**config.mk**
```make
export PLATFORM = sky130hd
export DESIGN_NAME = inst_buffer
export DESIGN_NICKNAME = d
export VERILOG_FILES = /design/src/rtl/inst_buffer_pkg.sv /design/src/rtl/inst_buffer_mem.sv /design/src/rtl/inst_buffer.sv
export SDC_FILE = /design/constraint.sdc
export NUM_CORES = 1
export LEC_CHECK = 0
export ABC_AREA = 1
export BUFFER_PORTS_ARGS = -buffer_cell sky130_fd_sc_hd__buf_2
export CORE_MARGIN = 4
export CORE_UTILIZATION = 25
export CTS_BUF_LIST = sky130_fd_sc_hd__clkbuf_4 sky130_fd_sc_hd__clkbuf_8
export DETAILED_ROUTE_END_ITERATION = 7
export PLACE_DENSITY = 0.44
export REMOVE_ABC_BUFFERS = 1
export SYNTH_ARGS = -nofsm -noshare
export SYNTH_HDL_FRONTEND = slang
export SYNTH_SLANG_ARGS = --single-unit
```
**constraint.sdc**
```tcl
create_clock -name clk_in -period 5.05 [get_ports clk_in]
set_clock_uncertainty 0.2 [all_clocks]
set_input_delay 0 -clock clk_in [delete_from_list [all_inputs] [get_ports clk_in]]
set_output_delay 0 -clock clk_in [all_outputs]
set_load 0.01 [all_outputs]
```
**src/rtl/inst_buffer_pkg.sv**
```systemverilog
// Shared constants and default parameters for the instruction buffer between fetch and decode.
// Optional empty-bypass path is enabled by defining INST_BUFFER_BYPASS_EN (see inst_buffer.sv).
`ifndef IDWidth
`define IDWidth 32
`endif
`ifndef AddressWidth
`define AddressWidth 32
`endif
`ifndef NOP
`define NOP 32'h0000_0013
`endif
`ifndef InstBufDepth
`define InstBufDepth 16
`endif
`ifndef InstBufPtrWidth
`define InstBufPtrWidth 4
`endif

package inst_buffer_pkg;
  localparam int unsigned IB_DEPTH        = `InstBufDepth;
  localparam int unsigned IB_PTR_W        = `InstBufPtrWidth;
  localparam int unsigned IB_INST_W       = `IDWidth;
  localparam int unsigned IB_PC_W         = `AddressWidth;
  localparam int unsigned IB_AFULL_THRESH = 12;
endpackage

```
**src/rtl/inst_buffer_mem.sv**
```systemverilog
// Instruction buffer storage: synchronous write, asynchronous read, no reset.
module inst_buffer_mem
  import inst_buffer_pkg::*;
#(
  parameter int unsigned DEPTH = IB_DEPTH,
  parameter int unsigned PTR_W = IB_PTR_W,
  parameter int unsigned WIDTH = IB_INST_W + IB_PC_W
) (
  input  logic             clk,
  input  logic             wr_en,
  input  logic [PTR_W-1:0] wr_addr,
  input  logic [WIDTH-1:0] wr_data,
  input  logic [PTR_W-1:0] rd_addr,
  output logic [WIDTH-1:0] rd_data
);

  logic [WIDTH-1:0] mem [DEPTH];

  always_ff @(posedge clk) begin
    if (wr_en) mem[wr_addr] <= wr_data;
  end

  assign rd_data = mem[rd_addr];

endmodule

```
**src/rtl/inst_buffer.sv**
```systemverilog
// Parametrised fetch-to-decode instruction buffer with registered flags and decoder stream.
// Define INST_BUFFER_BYPASS_EN to forward an enqueue into an empty buffer straight to the output.
module inst_buffer
  import inst_buffer_pkg::*;
#(
  parameter int unsigned DEPTH        = IB_DEPTH,
  parameter int unsigned PTR_W        = IB_PTR_W,
  parameter int unsigned INST_W       = IB_INST_W,
  parameter int unsigned PC_W         = IB_PC_W,
  parameter int unsigned AFULL_THRESH = IB_AFULL_THRESH
) (
  input  logic              clk_in,
  input  logic              rst_in,
  input  logic              rdy_in,
  input  logic              flush_in,
  input  logic              if_en_in,
  input  logic [INST_W-1:0] if_inst_in,
  input  logic [PC_W-1:0]   if_pc_in,
  output logic              full_out,
  output logic              almost_full_out,
  output logic [PTR_W:0]    count_out,
  input  logic              dn_rdy_in,
  output logic              dec_en_out,
  output logic [INST_W-1:0] dec_inst_out,
  output logic [PC_W-1:0]   dec_pc_out
);

  localparam int unsigned ENT_W = INST_W + PC_W;
  localparam int unsigned CNT_W = PTR_W + 1;

  logic [PTR_W-1:0]  head, tail, head_nxt, tail_nxt;
  logic [CNT_W-1:0]  count, count_nxt;
  logic              full_nxt, afull_nxt, dec_en_nxt;
  logic [INST_W-1:0] dec_inst_nxt;
  logic [PC_W-1:0]   dec_pc_nxt;
  logic              enq, deq, bypass, wr_en;
  logic [ENT_W-1:0]  rd_data;

  inst_buffer_mem #(
    .DEPTH (DEPTH),
    .PTR_W (PTR_W),
    .WIDTH (ENT_W)
  ) u_mem (
    .clk     (clk_in),
    .wr_en   (wr_en),
    .wr_addr (tail),
    .wr_data ({if_inst_in, if_pc_in}),
    .rd_addr (head),
    .rd_data (rd_data)
  );

  assign count_out = count;

  // Next-state: flush wins; otherwise enqueue/dequeue (or bypass) update pointers and output.
  always_comb begin
    enq          = if_en_in && !full_out;
    deq          = dn_rdy_in && (count != '0);
`ifdef INST_BUFFER_BYPASS_EN
    bypass       = enq && dn_rdy_in && (count == '0);
`else
    bypass       = 1'b0;
`endif
    wr_en        = 1'b0;
    head_nxt     = head;
    tail_nxt     = tail;
    count_nxt    = count;
    dec_en_nxt   = dec_en_out;
    dec_inst_nxt = dec_inst_out;
    dec_pc_nxt   = dec_pc_out;

    if (rdy_in) begin
      if (flush_in) begin
        head_nxt   = '0;
        tail_nxt   = '0;
        count_nxt  = '0;
        dec_en_nxt = 1'b0;
      end else begin
        dec_en_nxt = deq || bypass;
        if (enq && !bypass) begin
          wr_en    = 1'b1;
          tail_nxt = tail + PTR_W'(1);
        end
        if (deq) begin
          head_nxt                   = head + PTR_W'(1);
          {dec_inst_nxt, dec_pc_nxt} = rd_data;
        end else if (bypass) begin
          dec_inst_nxt = if_inst_in;
          dec_pc_nxt   = if_pc_in;
        end
        count_nxt = count + CNT_W'(enq && !bypass) - CNT_W'(deq);
      end
    end

    full_nxt  = (count_nxt == CNT_W'(DEPTH));
    afull_nxt = (count_nxt >= CNT_W'(AFULL_THRESH));
  end

  always_ff @(posedge clk_in or posedge rst_in) begin
    if (rst_in) begin
      head            <= '0;
      tail            <= '0;
      count           <= '0;
      full_out        <= 1'b0;
      almost_full_out <= 1'b0;
      dec_en_out      <= 1'b0;
      dec_inst_out    <= INST_W'(`NOP);
      dec_pc_out      <= '0;
    end else begin
      head            <= head_nxt;
      tail            <= tail_nxt;
      count           <= count_nxt;
      full_out        <= full_nxt;
      almost_full_out <= afull_nxt;
      dec_en_out      <= dec_en_nxt;
      dec_inst_out    <= dec_inst_nxt;
      dec_pc_out      <= dec_pc_nxt;
    end
  end

endmodule

```
### Word-level counts from Yosys, hierarchy flattened

Memories as Yosys holds them, arrays and structs flattened. A register that Yosys moved wholly into a read port is not among the register bits.
Index checks and enable logic that the tools add are counted.

* memories: 1
* output and inout bits: 72
* bits in writable memories: 1024
* register bits after elaboration: 16
* input bits: 70
* word-level logic and storage cells: 35

Memories
* u_mem.mem: depth 16, width 64, read ports 1, clocked after memory_dff 1, write ports 1, line inst_buffer_mem.sv:17 `logic [WIDTH-1:0] mem [DEPTH];`

* mux-type cells: 12
* eq/ne operators: 1
* $add $sub $neg: 4
* reductions and logical operators: 9
* $lt $le $gt $ge: 1
* bitwise gates (word level): 1

Operators by type and width (count)
* $mux W4: 4
* $mux W5: 2
* $add A4 B1 Y4 const B: 2
* $mux W1: 6
* $add A5 B1 Y5: 1
* $eq A5 B5 Y1 const B: 1
* $ge A5 B4 Y1 const B: 1
* $reduce_bool A5 Y1: 1
* $sub A5 B1 Y5: 1
* $reduce_and A2 Y1: 2
* $reduce_bool A2 Y1: 2
* $reduce_and A3 Y1: 1
* $logic_and A1 B1 Y1: 2
* $logic_not A1 Y1: 1
* $not A1 Y1: 1

### Depth between registers and ports, before layout

Gate-level depths: netlist of run 1.

* depth in word-level cells: 7
* mapped depth: 18
* mapped depth without buffers: 18

### By module

A second synthesis of run 1 with hierarchy kept.

* cell total of the unflattened synthesis: 4537
* area total of the unflattened synthesis: 47399.2 um2

Modules (own cells, without submodules)
* inst_buffer_mem: area each 44004.7 um2, cells an instance 4146, sequential area each 30749.5 um2, times used 1
* inst_buffer: area each 3394.5 um2, cells an instance 391, sequential area each 2005.7 um2, times used 1

### Worst setup path before layout of run 1

No wires, ideal clock.

* path type: reg2reg
* start: reg full_out
* end: mem u_mem.mem[11][0] (netlist bit), enable pin
* data arrival time: 3656 ps
* slack: 707 ps
* setup time: 487 ps
* data required time: 4363 ps
* path buffers: 0
* clock period less this slack: 4343 ps
* stages on the path, launching flop included: 6
* cells stage by stage: dfrtp_1 inv_1 nand2_1 nor2_1 nand2_1 nor2_1

* longest elaborated chain between the ends: 7

RTL lines
* start, declared: line inst_buffer.sv:19 `output logic full_out,`
* start signal, assigned: line inst_buffer.sv:112 `full_out <= full_nxt;`
* $logic_not A1 Y1: line inst_buffer.sv:56 `enq = if_en_in && !full_out;`
* $logic_and A1 B1 Y1: line inst_buffer.sv:56
* $mux W1: line inst_buffer.sv:79 `if (enq && !bypass) begin`
* $mux W1: line inst_buffer.sv:72 `if (flush_in) begin`
* $mux W1: line inst_buffer.sv:71 `if (rdy_in) begin`
* $mux W1: line inst_buffer_mem.sv:20 `if (wr_en) mem[wr_addr] <= wr_data;`
* $mux W1 (not written as such): line inst_buffer_mem.sv:20
* end, declared: line inst_buffer_mem.sv:17

Every way passes these cells.

### Final worst setup path of run 1

* start: reg count[2] (netlist: count_out[2])
* end: reg full_out

* longest elaborated chain between the ends: 6
* elaborated cells on any way between the ends: 7
* those cells by class: add/sub: 2; eq/ne: 1; mux: 2; reduce/logical: 2

RTL lines
* start, declared: line inst_buffer.sv:32 `logic [CNT_W-1:0] count, count_nxt;`
* start signal, assigned: line inst_buffer.sv:111 `count <= count_nxt;`
* branches (longest 4 deep; another with $add A5 B1 Y5)
* $mux W5 *: line inst_buffer.sv:71
* $eq A5 B5 Y1 *: line inst_buffer.sv:94 `full_nxt = (count_nxt == CNT_W'(DEPTH));`
* via full_nxt: line inst_buffer.sv:33 `logic full_nxt, afull_nxt, dec_en_nxt;`

Mark *: on every way through the listed nets, which the timed path passes.
A chain may end at the register's enable or synchronous reset.

==> summary.md, run 1 <==
| Metric | Value |
|---|---|
| Status | `finished clean` |
| First-pass DRT Iterations | `8` |
| Crit. End Element | `flop` |
| Area leader, netlist | `edfxtp_1` |
| Initial antenna violation count | `11` |
| CP cell instances | `inv_1, ha_1, nand3b_1, nand2_1, inv_1, ha_1, inv_1, ha_1, inv_1, fa_1, nor2_1, dlygate4sd3_1, nor2_1, nand2_1, nor2_1, nand3_1, nor2_1` |
| Total number of vias | `31800` |
| Max-slew violations | `0` |
| Area Growth Syn to Fin | `18.3%` |
| Setup crit start kind | `flop` |
| Residual DRC | `0` |
| Fin nets | `5112` |
| Fmax | `294 MHz` |
| Maximum VDD drop | `0.382 mV` |
| Sequential fraction of the synthesis area | `68.2%` |
| Die Footprint | `approximately 200000 sq um` |
| Row Count | `160` |
| Crit path DAT | `4.04 ns` |
| Antenna Violating Nets Remaining | `0` |
| Root Buffer | `clkbuf_8` |
| Crit path kind | `reg2reg` |
| Commonest cells in the netlist | `nand2_1 (1760), edfxtp_1 (1024), inv_1 (859)` |
| GPL Wtd Cong | `0.717` |
| Core ar. | `~190000 sq um` |
| Vias/cell | `4.13` |
| Syn Area/Cell | `10.2 sq um` |
| Share of the synthesized area in the top cell type | `64.1%` |
| WL per Instance | `18.6 um` |
| Largest net degree at the start of global routing | `175` |
| Number of buffers created by CTS | `192` |
| Synthesized cell area | `48000 sq um` |
| Worst skew pair latency | `0.93 ns` |
| GRT Overall Usage | `14.3%` |
| Final hold slack | `0.153 ns` |
| Lkg Pwr | `24.6 nW` |
| Worst Path Required | `5.70 ns` |
| Top cells by area, synth | `edfxtp_1 (64%), nand2_1 (14%), nand3_1 (6.8%)` |
| DR iter-0 viols | `about 2100` |
| Hold Crit Class | `in2async` |
| Post-CTS Setup Inserts | `0` |
| Unrepaired setup endpoints after global routing | `no` |
| Maximum buffer depth of the clock tree | `3` |
| Top_reg_cell synth | `edfxtp_1` |
| Synth warn | `0` |
| Overall die height | `446 um` |
| Critical Path Fanout Max | `3` |
| H-tree levels | `4` |
| Ratio of cells with drive above 1 in the final layout | `11.9%` |
| IO Count | `142` |
| Hpwl dp | `~70 mm` |
| Top-count cell post-synth | `nand2_1` |
| Final core utilization | `29.8%` |
| CTS tree | `yes` |
| Vias in the first global route | `31400` |
| Fin crit share | `about two thirds` |
| Total Wirelength | `144 mm` |
| Asr flop ratio synth | `a little over 7%` |
| Max Cap Viol | `0` |
| Slowest library cell on the worst path | `dlygate4sd3_1` |
| First-pass GRT wire length | `211 mm` |
| Overflow after GRT | `0` |
| Max incr delay on CP | `0.56 ns` |
| Crit path time final | `3.40 ns` |
| Post-synthesis cell count | `4722` |
| Yosys cell types | `27` |
| Setup violations, final | `0` |
| Hold Vio Cnt, Final | `0` |
| Pwr per Cell Area | `433 nW/um^2` |
| Headroom to the max-slew limit | `21.0%` |
| Die W | `446 um` |
| Fill count | `19800` |
| Clock slew at reported path FFs | `0.06 ns` |
| Initial Util | `about a quarter` |
| Worst Tran Pin Value | `1.19 ns` |
| #FFs+latches synth | `1104` |
| Clk sinks | `1104` |
| Port bufs | `141` |
| Post-synth EDFFs | `between 1000 and 1500` |
state kept, by name (all words and copies together) (netlist names):
name             flops
u_mem.mem         1024
dec_inst_out        32
dec_pc_out          32
count_out            5
head                 4
tail                 4
almost_full_out      1
dec_en_out           1
full_out             1
metrics by stage:
stage / std cells / power (W) / TNS [ns] / cell area [sq um] / worst slack (ns)
2_1_floorplan: 4495 / 0.0145 / -798.71 / 46600 / -12.06
3_3_place_gp: 7208 / 0.0162 / 0 / 51400 / 1.67
3_5_place_dp: 7208 / 0.0162 / 0 / 51400 / 1.74
4_1_cts: 7703 / 0.0250 / 0 / 56800 / 1.66
5_1_grt: 7705 / 0.0261 / 0 / 56800 / 1.45
6_report: 7710 / 0.0246 / 0 / 56800 / 1.65
cell type report:
cell class	instances	area, sq um	area share, %
Sequential cell	1104	32800	57.7
Clock inverter	45	352	0.619
Clock buffer	311	3650	6.42
Multi-Input combinational cell	2530	10800	18.9
Timing Repair Buffer	341	2840	5.00
Antenna cell	7	17.5	0.0308
Tap cell	2511	3140	5.53
Inverter	861	3270	5.76
critical path, delay by kind of cell (launching register included):
kind                     cells  cell delay, ns
buffers and inverters        5            0.86
adder cells (fa/ha/maj)      4            1.11
flip-flops                   1            0.40
AND/OR/NAND/NOR              8            0.77
what timing repair did:
item | CTS | global route
gates resized for setup | 0 | 0
hold buffers | 139 | 0
endpoints found under the setup margin | 0 | 0
endpoints found under the hold margin | 1209 | 0
placed cells by master (no fill, tap or decap), types with 5 or more instances in the layout:
cell	Yosys	layout
inv_1	859	855
dlygate4sd3_1	0	139
clkinv_2	0	9
nor2_1	25	9
or2_2	47	47
or2_1	13	13
o21ai_0	5	5
buf_2	118	141
dfrtp_1	77	73
nor2_4	0	17
nand3_1	649	649
inv_6	0	7
buf_4	21	38
ha_1	11	11
buf_12	0	23
edfxtp_1	1024	1024
nand2_1	1760	1760
clkbuf_8	0	210
diode_2	0	7
clkbuf_4	0	101
clkinv_1	0	19
power breakdown:
part / switching, W / total [W] / internal [W]
combinational: 0.00363 / 0.00531 / 0.00168
clock: 0.00382 / 0.00855 / 0.00473
sequential: 0.000340 / 0.0107 / 0.0104
metal layers:
layer | vias to the layer above | GRT usage [%] | part of all wire (%)
met2 | 618 | 24.2 | 49
met3 | 211 | 3.02 | 4.5
met4 | 2 | 3.61 | 2.0
met1 | 15400 | 18.5 | 45
met5 | - | 0 | 0.0090
li1 | 15600 | - | -
path summary, 6_finish.rpt:
| check | from | to | slack (ns) | depth (start not counted) |
|---|---|---|---|---|
| min in group clk_in | dn_rdy_in | head[2]$_DFFE_PP0P_ | 0.16 | 5 |
| min reg2reg | dec_inst_out[27]$_DFFE_PP0P_ | dec_inst_out[27]$_DFFE_PP0P_ | 0.27 | 2 |
| max | count_out[2]$_DFF_PP0_ | full_out$_DFF_PP0_ | 1.65 | 17 |
| min | rst_in | dec_inst_out[9]$_DFFE_PP0P_ | 0.15 | 4 |
| max reg2reg | count_out[2]$_DFF_PP0_ | full_out$_DFF_PP0_ | 1.65 | 17 |
| max in group asynchronous | rst_in | head[0]$_DFFE_PP0P_ | 3.12 | 5 |
cells by family (layout without fill, tap and decap cells):
kind of cell,after synthesis,after routing,synth area share [%]
adders and majority gates,12,12,0.328
DFF,1104,1104,68.2
other,0,7,0
xor gates and xnor gates,4,4,0.0730
AOI/OAI and AO/OA,14,14,0.164
and+or+nand+nor,2500,2500,21.6
buffers and inverters,1088,1558,9.61
No activity file was read; power rests on OpenSTA's default activity.
==> run 2: changes to the inputs <==
Clock period 5.05 ns to 3.15 ns, I/O delays scaled along.
==> summary.md, run 2 (synthesis gave the netlist of run 1 again) <==
| Metric | Value |
|---|---|
| Status | `finished clean` |
| Area of the multi-input gates | `10800 sq um (about the same)` |
| Antenna Violating Nets Remaining | `0 (unchanged)` |
| Max FFs per register | `1024 (unchanged)` |
| Vias/cell | `4.12 (-0.27%)` |
| Number of buffers created by CTS | `193 (+0.52%)` |
| Unrepaired setup endpoints after global routing | `no` |
| Pwr per Cell Area | `682 nW/um^2 (+57%)` |
| Crit path kind | `reg2reg` |
| Overall die height | `446 um (unchanged)` |
| Commonest non-fill, non-tap cell in the layout | `nand2_1` |
| DR iter-0 viols | `1979 (-4.6%)` |
| Core ar. | `191000 sq um (unchanged)` |
| Critical Path Fanout Max | `3 (unchanged)` |
| Final hold slack | `0.201 ns (+0.0474 ns)` |
| Clock slew at reported path FFs | `0.06 ns (about the same)` |
| Clk sinks | `1104 (unchanged)` |
| Port bufs | `141 (unchanged)` |
| Row Count | `160 (unchanged)` |
| Die Footprint | `199000 sq um (unchanged)` |
| CTS tree | `yes` |
| Worst Tran Pin Value | `0.956 ns (-0.229 ns)` |
| Worst Path Required | `3.79 ns (-1.91 ns)` |
| Max-slew violations | `0 (unchanged)` |
| Crit. End Element | `flop` |
| First-pass GRT wire length | `206 mm (-2.3%)` |
| Fin crit share | `85.3% (+18 points)` |
| Area Growth Syn to Fin | `20.0%` |
| Fmax | `372 MHz (+26%)` |
| GPL Wtd Cong | `0.728 (+1.5%)` |
| Crit path time final | `2.69 ns (-0.710 ns)` |
| Register Area | `32800 sq um (unchanged)` |
| Lkg Pwr | `24.9 nW (+1.3%)` |
| Die W | `446 um (unchanged)` |
| Max Cap Viol | `0 (unchanged)` |
| Ratio of cells with drive above 1 in the final layout | `12.5% (+0.59 points)` |
| Initial antenna violation count | `9 (-2)` |
| H-tree levels | `4 (unchanged)` |
| Hold Crit Class | `in2reg` |
| Setup violations, final | `0 (unchanged)` |
| Fill count | `19800 (-0.081%)` |
| Largest regs | `u_mem.mem (1024), dec_inst_out (32), dec_pc_out (32)` |
| Placed cell area | `52300 sq um (+1.7%)` |
| Root Buffer | `clkbuf_8` |
| GRT Overall Usage | `13.7% (-0.53 points)` |
| Final core utilization | `30.2% (+0.41 points)` |
| Register bank with the most flops | `u_mem.mem` |
| Commonest non-fill, non-tap cells in the layout | `nand2_1 (1759), edfxtp_1 (1024), inv_1 (853), nand3_1 (649), clkbuf_8 (208)` |
| Fin cells | `7753 (+0.56%)` |
| Pwr Total | `0.0392 W (+60%)` |
| Total number of vias | `31900 (+0.29%)` |
| Fin nets | `5161 (+0.96%)` |
| Hpwl dp | `72.5 mm (+5.9%)` |
| Residual DRC | `0 (unchanged)` |
| Initial Util | `25.2% (unchanged)` |
| Largest net degree at the start of global routing | `131 (-25%)` |
| IO Count | `142 (unchanged)` |
| Vias in the first global route | `31200 (-0.63%)` |
| WL per Instance | `17.7 um (-4.8%)` |
| Setup crit start kind | `flop` |
| Headroom to the max-slew limit | `36.2% (+15 points)` |
| Placed Cells incl. Taps | `7254 (+0.64%)` |
| Design Area, Final | `57600 sq um (+1.4%)` |
| Overflow after GRT | `0 (unchanged)` |
| Total Wirelength | `137 mm (-4.3%)` |
| Maximum VDD drop | `0.643 mV (+68%)` |
| Crit path DAT | `3.33 ns (-0.71 ns)` |
| Worst skew pair latency | `0.91 ns (-0.02 ns)` |
| Hold Vio Cnt, Final | `0 (unchanged)` |
| First-pass DRT Iterations | `5 (-3)` |
| Maximum buffer depth of the clock tree | `3 (unchanged)` |
==> run 2: per-stage QoR <==
stage | setup WS, ns | setup TNS [ns]
floorplan | -13.96 | -2133.88
global placement | 0.357 | 0
detailed placement | 0.432 | 0
CTS | 0.128 | 0
global route | 0.274 | 0
finish | 0.462 | 0
==> run 2: final timing paths <==
check / start / end / slack, ns / depth (start not counted)
setup / recovery: count_out[2]$_DFF_PP0_ / full_out$_DFF_PP0_ / 0.46 / 16
hold / removal: dn_rdy_in / head[3]$_DFFE_PP0P_ / 0.20 / 7
setup reg to reg: count_out[2]$_DFF_PP0_ / full_out$_DFF_PP0_ / 0.46 / 16
hold reg to reg: dec_inst_out[1]$_DFFE_PP1P_ / dec_inst_out[1]$_DFFE_PP1P_ / 0.27 / 2
max in group asynchronous: rst_in / dec_pc_out[22]$_DFFE_PP0P_ / 1.64 / 5
min in group asynchronous: rst_in / dec_pc_out[27]$_DFFE_PP0P_ / 0.22 / 4
==> run 2: repair_timing <==
item | CTS | global route
setup endpoints to repair | 0 | 1
endpoints found under the hold margin | 1907 | 0
setup buffers | 0 | 4
resized for setup | 0 | 4
hold buffers | 138 | 0
==> run 2: per-layer routing <==
layer	track usage [%]	part of all wire [%]	wire length, um
met4	3.83	2.1	2930
met3	2.66	4.2	5790
met2	23.0	48	66000
met5	0	0.017	24
met1	18.1	46	62700
==> run 2: area by class of cell <==
type / instances / share of cell area (%)
multi-input combinational: 2530 / 18.7
timing repair buffer: 389 / 6.49
sequential: 1104 / 56.9
inverter: 861 / 5.68
clock buffer: 289 / 6.03
antenna: 6 / 0.0261
tap: 2511 / 5.46
clock inverter: 63 / 0.717
==> run 2: worst max-delay path, cell delays in order, from the launching register on <==
cell and delay, ns:
dfrtp_1 0.40, inv_2 0.07, ha_1 0.14, nand3b_1 0.08, nand2_2 0.09, inv_1 0.04
ha_1 0.27, inv_1 0.06, ha_2 0.17, inv_1 0.06, fa_1 0.49, nor2_1 0.04
nor2_1 0.14, nand2_1 0.08, nor2_1 0.10, nand3_1 0.07, nor2_1 0.11
==> run 2: report_power, final <==
group | leakage [nW] | internal, W | switching, W | total [W]
Combinational | 12.6 | 0.00303 | 0.00588 | 0.00891
Sequential | 10.2 | 0.0167 | 0.000376 | 0.0170
Clock | 2.07 | 0.00717 | 0.00615 | 0.0133
Total | 24.9 | 0.0268 | 0.0124 | 0.0392
==> run 3: changes to the inputs <==
--- a/constraint.sdc
+++ b/constraint.sdc
@@ -4,2 +4,2 @@
 set_output_delay 0 -clock clk_in [all_outputs]
-set_load 0.01 [all_outputs]
+set_load 0.1 [all_outputs]
==> summary.md, run 3 (synthesis gave the netlist of run 1 again) <==
| Metric | Value |
|---|---|
| Commonest non-fill, non-tap cell in the layout | `nand2_1` |
| Gate power share | `28.0% (+5.3 points)` |
| Hold Crit Class | `in2async` |
| Fin crit share | `85.1% (-0.24 points)` |
| Lkg Pwr | `24.9 nW (about the same)` |
| Core ar. | `191000 sq um (unchanged)` |
| Sw Pwr | `0.0154 W (+24%)` |
| Vias/cell | `4.12 (+0.17%)` |
| GPL Wtd Cong | `0.729 (+0.14%)` |
| Pwr Total | `0.0423 W (+7.7%)` |
| Crit path capture | `full_out$_DFF_PP0_` |
| Family with the most delay on the worst path | `adder cells` |
| Critical path launch point | `count_out[2]$_DFF_PP0_` |
| Clock power frac | `31.7% (-2.2 points)` |
| Switch share | `36.4% (+4.8 points)` |
| Fin nets | `5164 (+0.058%)` |
| Port bufs | `141 (unchanged)` |
| Commonest non-fill, non-tap cells in the layout | `nand2_1 (1760), edfxtp_1 (1024), inv_1 (853), nand3_1 (649), clkbuf_8 (199)` |
| Fin cells | `7758 (+0.064%)` |
| Placed Cells incl. Taps | `7255 (+0.014%)` |
| Initial Util | `25.2% (unchanged)` |
| Largest net degree at the start of global routing | `131 (unchanged)` |
| Max FFs per register | `1024 (unchanged)` |
| Reg-to-reg endpoint | `full_out$_DFF_PP0_` |
| Maximum buffer depth of the clock tree | `3 (unchanged)` |
| Reg-to-Reg Start | `count_out[2]$_DFF_PP0_` |
| Headroom to the max-slew limit | `35.8% (-0.39 points)` |
| Total Wirelength | `137 mm (-0.27%)` |
| Root Buffer | `clkbuf_8` |
| First-pass GRT wire length | `204 mm (-0.85%)` |
| CTS tree | `yes` |
| Residual DRC | `0 (unchanged)` |
| DR iter-0 viols | `1937 (-2.1%)` |
| Register bank with the most flops | `u_mem.mem` |
| Largest regs | `u_mem.mem (1024), dec_inst_out (32), dec_pc_out (32)` |
| Max Cap Viol | `0 (unchanged)` |
| Area Growth Syn to Fin | `20.1% (about the same)` |
| Crit path DAT | `3.33 ns (about the same)` |
| R2R Setup Slk | `0.47 ns (about the same)` |
| Status | `finished clean` |
| Slowest library cell on the worst path | `fa_1` |
| Fmax | `373 MHz (+0.29%)` |
| Worst skew pair latency | `0.92 ns (about the same)` |
| Worst Path Required | `3.80 ns (about the same)` |
| Antenna Violating Nets Remaining | `0 (unchanged)` |
| Maximum VDD drop | `0.542 mV (-16%)` |
| IO Count | `142 (unchanged)` |
| WL per Instance | `17.7 um (-0.33%)` |
| Max-slew violations | `0 (unchanged)` |
| Unrepaired setup endpoints after global routing | `no` |
| Die Footprint | `199000 sq um (unchanged)` |
| Worst Tran Pin Value | `0.962 ns (+0.00579 ns)` |
| Crit path kind | `reg2reg` |
| Hold Vio Cnt, Final | `0 (unchanged)` |
| Register Area | `32800 sq um (unchanged)` |
| Hpwl dp | `72.5 mm (about the same)` |
| Fill count | `19700 (-0.32%)` |
| Clk sinks | `1104 (unchanged)` |
| CP most frequent cell | `nor2_1` |
| Setup crit start kind | `flop` |
| Area of the multi-input gates | `10800 sq um (about the same)` |
| Worst slack at placement | `0.476 ns (+0.0447 ns)` |
| First-pass DRT Iterations | `5 (unchanged)` |
| Ratio of cells with drive above 1 in the final layout | `12.4% (-0.033 points)` |
| Overall die height | `446 um (unchanged)` |
| Critical Path Fanout Max | `3 (unchanged)` |
| Int Power | `0.0269 W (+0.12%)` |
| Crit. End Element | `flop` |
| Clock slew at reported path FFs | `0.06 ns (about the same)` |
| Pwr per Cell Area | `733 nW/um^2 (+7.6%)` |
| GRT Overall Usage | `13.7% (-0.076 points)` |
| Setup violations, final | `0 (unchanged)` |
| H-tree levels | `4 (unchanged)` |
| Worst path bufs/invs | `4 (unchanged)` |
| Max incr delay on CP | `0.50 ns (about the same)` |
| Total number of vias | `32000 (+0.24%)` |
| Crit path time final | `2.68 ns (-0.00765 ns)` |
| Die W | `446 um (unchanged)` |
| R2R depth | `16 (unchanged)` |
| Sequential Power Share | `40.3% (-3.1 points)` |
| Setup ws final | `0.469 ns (+0.00765 ns)` |
| Initial antenna violation count | `11 (+2)` |
| Row Count | `160 (unchanged)` |
| Vias in the first global route | `31100 (-0.31%)` |
| CP cell instances | `inv_2, ha_4, nand3b_1, nand2_1, inv_1, ha_1, inv_1, ha_2, inv_1, fa_1, nor2_1, nor2_1, nand2_1, nor2_1, nand3_1, nor2_1` |
| Total number of cells along the worst setup path | `16 (unchanged)` |
| Overflow after GRT | `0 (unchanged)` |
| Number of buffers created by CTS | `195 (+1.0%)` |
==> run 3: changes by cell type in the layout (fill, tap and decap cells not counted), sizes merged <==
cell	change
clkinvlp	-1
diode	-1
bufinv	+2
clkbuf	-6
dlygate4sd3	+1
inv	-1
clkinv	+11
==> run 3: repair_timing <==
| action | CTS | global route |
|---|---|---|
| buffers inserted | 0 | 3 |
| endpoints found under the setup margin | 0 | 1 |
| hold buffers | 139 | 0 |
| gates resized for setup | 0 | 5 |
| endpoints found under the hold margin | 1940 | 0 |
==> run 3: power groups by stage <==
stage | Sequential [W] | Combinational [W] | Clock, W
final | 0.0170 | 0.0119 | 0.0134
after floorplan | 0.0207 | 0.00389 | 0
after global placement | 0.0173 | 0.0119 | 0
after global routing | 0.0171 | 0.0131 | 0.0146
after CTS | 0.0170 | 0.0120 | 0.0139
after detailed placement | 0.0173 | 0.0119 | 0
==> run 3: cell type report <==
class | instances | share of cell area [%]
clock inverters | 74 | 0.942
well taps | 2511 | 5.45
clock buffers | 283 | 5.85
inverters | 861 | 5.68
multi-input cells | 2530 | 18.7
flip-flops and latches | 1104 | 56.9
repair buffers | 390 | 6.50
diodes | 5 | 0.0217
==> run 3: stage by stage <==
step / util (%) / hold slack, ns / setup TNS [ns] / instance area (sq um)
4_1_cts: 30.2 / 0.122 / 0 / 57600
5_1_grt: 30.2 / 0.216 / 0 / 57600
6_report: 30.2 / 0.221 / 0 / 57600
2_1_floorplan: - / -0.101 / -2569.84 / 46600
3_3_place_gp: 27.4 / 0.0261 / 0 / 52300
3_5_place_dp: 27.4 / 0.0346 / 0 / 52300
==> run 3: worst min-delay path, cell delays in order <==
cell and delay (ns):
dlygate4sd3_1 0.53, buf_2 0.12, dlygate4sd3_1 0.60, inv_6 0.61
==> run 3: worst min-delay path by stage <==
stage | start | endpoint | slack, ns | cells past startpoint
after floorplan | if_pc_in[0] | u_mem.mem[0][0]$_DFFE_PP_ | -0.10 | 0
after global placement | rst_in | dec_inst_out[7]$_DFFE_PP0P_ | 0.03 | 2
after detailed placement | rst_in | dec_inst_out[7]$_DFFE_PP0P_ | 0.03 | 2
after CTS | rst_in | dec_inst_out[6]$_DFFE_PP0P_ | 0.12 | 4
after global routing | rst_in | tail[3]$_DFFE_PP0P_ | 0.22 | 4
final | rst_in | dec_pc_out[0]$_DFFE_PP0P_ | 0.22 | 4
==> run 3: layer usage <==
layer  part of all wire (%)  up-vias  track usage (%)
li1                       -    15700                -
met3                    4.2      247             2.72
met5                  0.028        -                0
met1                     46    15400             18.0
met2                     48      564             22.7
met4                    2.5        6             4.13
